==> config.mk <==
export PLATFORM = sky130hd
export DESIGN_NAME = hmmm_memory
export DESIGN_NICKNAME = d
export VERILOG_FILES = /design/src/rtl/hmmm_pkg.sv /design/src/rtl/hmmm_memory_mem_array.sv /design/src/rtl/hmmm_memory.sv
export SDC_FILE = /design/constraint.sdc
export NUM_CORES = 2
export LEC_CHECK = 0
export CORE_MARGIN = 4
export CORE_UTILIZATION = 50
export DETAILED_ROUTE_END_ITERATION = 8
export GPL_TIMING_DRIVEN = 0
export MAX_ROUTING_LAYER = met4
export PLACE_DENSITY = 0.65
export SYNTH_ARGS = -nofsm -noshare
export SYNTH_HDL_FRONTEND = slang
export SYNTH_SLANG_ARGS = --single-unit
==> constraint.sdc <==
create_clock -name clk -period 6.62 [get_ports clk]
set_clock_uncertainty 0.1 [all_clocks]
set_input_delay 0.662 -clock clk [delete_from_list [all_inputs] [get_ports clk]]
set_output_delay 0.662 -clock clk [all_outputs]
set_load 0.005 [all_outputs]
==> src/rtl/hmmm_pkg.sv <==
// Shared types and default widths for the hmmm processor memory.
package hmmm_pkg;

   typedef enum logic {
      MS_LOAD = 1'b0,
      MS_RUN  = 1'b1
   } mem_state_t;

   localparam int HMMM_ADDR_WIDTH  = 8;
   localparam int HMMM_INSTR_WIDTH = 15;
   localparam int HMMM_DATA_WIDTH  = 8;

endpackage

==> src/rtl/hmmm_memory_mem_array.sv <==
// Word store: one synchronous write port, one asynchronous read port, no reset on contents.
module mem_array #(
   parameter int ADDR_WIDTH = 8,
   parameter int WIDTH      = 15
) (
   input  logic                  clk,
   input  logic                  we,
   input  logic [ADDR_WIDTH-1:0] wa,
   input  logic [WIDTH-1:0]      wd,
   input  logic [ADDR_WIDTH-1:0] ra,
   output logic [WIDTH-1:0]      rd
);

   localparam int DEPTH = 2 ** ADDR_WIDTH;

   logic [WIDTH-1:0] mem_q [DEPTH];

   always_ff @(posedge clk) begin
      if (we) begin
         mem_q[wa] <= wd;
      end
   end

   assign rd = mem_q[ra];

endmodule

==> src/rtl/hmmm_memory.sv <==
// Unified instruction/data memory with a boot-loader fill port; holds the core until loading ends.
module hmmm_memory
   import hmmm_pkg::*;
#(
   parameter int ADDR_WIDTH  = HMMM_ADDR_WIDTH,
   parameter int INSTR_WIDTH = HMMM_INSTR_WIDTH,
   parameter int DATA_WIDTH  = HMMM_DATA_WIDTH
) (
   input  logic                   clk,
   input  logic                   reset,
   input  logic                   MemWrite,
   input  logic [ADDR_WIDTH-1:0]  adr,
   input  logic [DATA_WIDTH-1:0]  WriteData,
   output logic [INSTR_WIDTH-1:0] ReadData,
   input  logic                   load_valid,
   input  logic [INSTR_WIDTH-1:0] load_data,
   input  logic                   load_last,
   output logic                   load_ready,
   input  logic                   load_start,
   output logic                   cpu_hold,
   output logic                   load_full
);

   mem_state_t            state_q, state_d;
   logic [ADDR_WIDTH-1:0] ptr_q, ptr_d;
   logic                  full_q, full_d;

   logic                   xfer;
   logic                   core_we;
   logic                   we;
   logic [ADDR_WIDTH-1:0]  wa;
   logic [INSTR_WIDTH-1:0] wd;
   logic [INSTR_WIDTH-1:0] rd;

   always_ff @(posedge clk or posedge reset) begin
      if (reset) begin
         state_q <= MS_LOAD;
         ptr_q   <= '0;
         full_q  <= 1'b0;
      end else begin
         state_q <= state_d;
         ptr_q   <= ptr_d;
         full_q  <= full_d;
      end
   end

   always_comb begin
      state_d = state_q;
      ptr_d   = ptr_q;
      full_d  = full_q;
      xfer    = 1'b0;
      core_we = 1'b0;
      unique case (state_q)
         MS_LOAD: begin
            xfer = load_valid;
            if (load_valid) begin
               ptr_d = ptr_q + 1'b1;
               if (load_last) begin
                  state_d = MS_RUN;
               end else if (ptr_q == '1) begin
                  // Ran out of address space without a terminating word.
                  state_d = MS_RUN;
                  full_d  = 1'b1;
               end
            end
         end
         MS_RUN: begin
            core_we = MemWrite;
            if (load_start) begin
               state_d = MS_LOAD;
               ptr_d   = '0;
               full_d  = 1'b0;
            end
         end
         default: begin
            state_d = MS_LOAD;
         end
      endcase
   end

   // States are exclusive, so at most one of loader/core drives the write port.
   assign we = xfer | core_we;
   assign wa = xfer ? ptr_q : adr;
   assign wd = xfer ? load_data : {{(INSTR_WIDTH-DATA_WIDTH){1'b0}}, WriteData};

   mem_array #(
      .ADDR_WIDTH(ADDR_WIDTH),
      .WIDTH     (INSTR_WIDTH)
   ) u_mem_array (
      .clk(clk),
      .we (we),
      .wa (wa),
      .wd (wd),
      .ra (adr),
      .rd (rd)
   );

   assign ReadData   = (state_q == MS_RUN) ? rd : '0;
   assign load_ready = (state_q == MS_LOAD);
   assign cpu_hold   = (state_q == MS_LOAD);
   assign load_full  = full_q;

endmodule

==> flow_summary.ini <==
[grt]
grt_use_total = 0.352
grt_pass1_wl_um = 700000
use_met3 = 0.115
grt-ovfl-total = 0
grt_pass1_vias = 78200
grtUsageMet2 = 0.495
met1_usage = 0.439
grt_max_degree = 101
gr-max-usage-layer = met2
antenna_found_initial = 46

[die]
rows = 200
core_area_um2 = 297000
start_util = 0.503
die_area_um2 = 308000
die_h_um = 555
chipWidth_um = 555
design.portCount = 55

[setup_path]
rrSetupSlack_ps = 1160
endpoint_kind = output pin
cp_data_required_time_ps = 5860
r2r-end = u_mem_array.mem_q[141][8]
worstRegToRegCells = 9
path_max_fanout = 10
crit_type = primary input to output pin
start_kind = primary input
arrival_ps = 6220
r2r-start = state_q

[final_layout]
layout_commonest_cell = edfxtp_1
fin_nets = 7703
design_area_um2 = 173000
most-common-layout-cells = edfxtp_1, mux4_2, mux2i_1
area_growth_pct = 16.1
fin_util = 0.584
drive_gt1_frac = 0.279

[place]
place_area_um2 = 161000
place_congestion = 1.02
port_buffers = 49
post-place-ws_ps = -1310
dp_hpwl_um = 366000

[clocking]
cts_root_buf = clkbuf_16
cts_tree = done
cts-htree-levels = 5
insertion_delay_ps = 970
path_clk_slew_ps = 60
cts_made_buffers = 387
cts.sink_count = 3850
cts_buffer_depth = 4

[timing]
worst_slack_ps = -358
fmax_mhz = 143
min_period_ps = 6980
finalSetupTns_ps = -1940
final_max_slew_viol_count = 86
tightest_slew_ps = 1610
relSlewSlack = -0.0749
setup_viol = 13
hold_viol = 0
fin_crit_sh = 1.05

[detailed_routing]
routed_wl_um = 530000
route.detailed.wl_per_inst_um = 44.4
first_iter_violations = 15700
firstDrtPassIters = 7
drc_errors = 0
drt-vias-per-instance = 6.92
ant_nets = 0
vias = 82700

[synthesis]
synth_edf_count = 3840
ys_ff_latch = 3850
ys_types = 62
avgSynthCellArea_um2 = 21.5
ys_warn_count = 0
syn-num-nets = 6989
synth_seq_area_share = 0.773
async_flop_share = 0.00260
synth_area_um2 = 149000
synth_ff_type = edfxtp_1
syn_inst = 6951

[hold_path]
hp-class = primary input to register
min_delay_worst_endpoint = state_q
hold_start = load_last
hold_depth = 3

[power_and_ir_drop]
powerDensity_nw_per_um2 = 303
vdd_drop_max_mv = 0.257
power_w = 0.0525
p_leak_nw = 55.2

[outcome]
violations = capacitance limit, slew limit, setup timing
outcome = complete, but fails checks

[job]
drv_cap = 13
## power breakdown
part	leakage (nW)	internal (W)	switching, W	total (W)
logic	14.2	0.00104	0.00270	0.00374
registers	35.0	0.0271	0.0000330	0.0272
clock network	6.01	0.0122	0.00945	0.0216
## metrics by stage
step | hold slack (ps) | cells
5_1_grt | 335 | 11900
4_1_cts | 284 | 11900
3_3_place_gp | 443 | 10900
6_report | 334 | 12000
2_1_floorplan | 402 | 6951
3_5_place_dp | 424 | 11200
## worst max-delay path: stages
cell and delay (ps):
buf_4 140, buf_6 170, nand2_1 210, buf_4 410
clkbuf_1 980, clkbuf_1 1080, nor2_1 140, a2111oi_0 1280
nor4_1 220, nand3_1 190, o31ai_1 170, clkdlybuf4s50_1 510
## routing by layer
layer  part of all wire  up-vias
met5                  0        -
met4              0.082        0
met3               0.14     1451
met2               0.44     6929
met1               0.34    43500
li1                   -    30900
## Yosys cell counts, types with 41 or more instances
cell type / count / area share
edfxtp_1: 3840 / 0.77
mux4_2: 822 / 0.12
mux2i_1: 437 / 0.029
nor2_1: 352 / 0.0088
o221ai_1: 192 / 0.011
nand2_1: 179 / 0.0045
clkbuf_1: 131 / 0.0033
o21ai_0: 127 / 0.0043
a21oi_1: 115 / 0.0039
buf_2: 100 / 0.0033
o22ai_1: 96 / 0.0040
buf_4: 55 / 0.0028
nand3_1: 55 / 0.0018
buf_6: 46 / 0.0035
nor3_1: 41 / 0.0014
## cell type report
type / count / area, um^2
Antenna cell: 42 / 105
Tap cell: 3939 / 4930
Multi-Input combinational cell: 2687 / 31900
Fill cell: 21300 / 124000
Clock inverter: 224 / 2270
Buffer: 404 / 2930
Inverter: 6 / 27.5
Clock buffer: 469 / 10100
Sequential cell: 3850 / 116000
Timing Repair Buffer: 329 / 5680
## registers in the layout, indices dropped and copies added (netlist names)
| name | cells |
|---|---|
| state_q | 1 |
| ptr_q | 8 |
| load_full | 1 |
| u_mem_array.mem_q | 3840 |
## how the worst max path moves through the flow
stage,startpoint,to,slack [ps]
2_1_floorplan,load_valid,u_mem_array.mem_q[0][12],940
3_3_place_gp,load_valid,u_mem_array.mem_q[128][9],-5330
3_5_place_dp,adr[4],ReadData[3],-1310
4_1_cts,adr[6],ReadData[0],20
5_1_grt,adr[2],ReadData[6],-9
6_report,adr[1],ReadData[14],-360
## kinds of logic after synthesis
group	synth area share
AND/OR/NAND/NOR	0.0219
buffers and inverters	0.0193
multiplexers	0.155
adder cells (fa/ha/maj)	0.0000837
flip-flops	0.773
XOR/XNOR	0.000176
AO/OA/AOI/OAI	0.0303
## what timing repair did
item | in CTS | in global routing
setup buffers | 2 | 3
cloned | 0 | 0
hold endpoints to repair | 10 | 0
hold buffers | 1 | 0
endpoints found under the setup margin | 15 | 8
pin swaps | 1 | 0
resized for setup | 21 | 8
(Power assumes the default switching activity.)
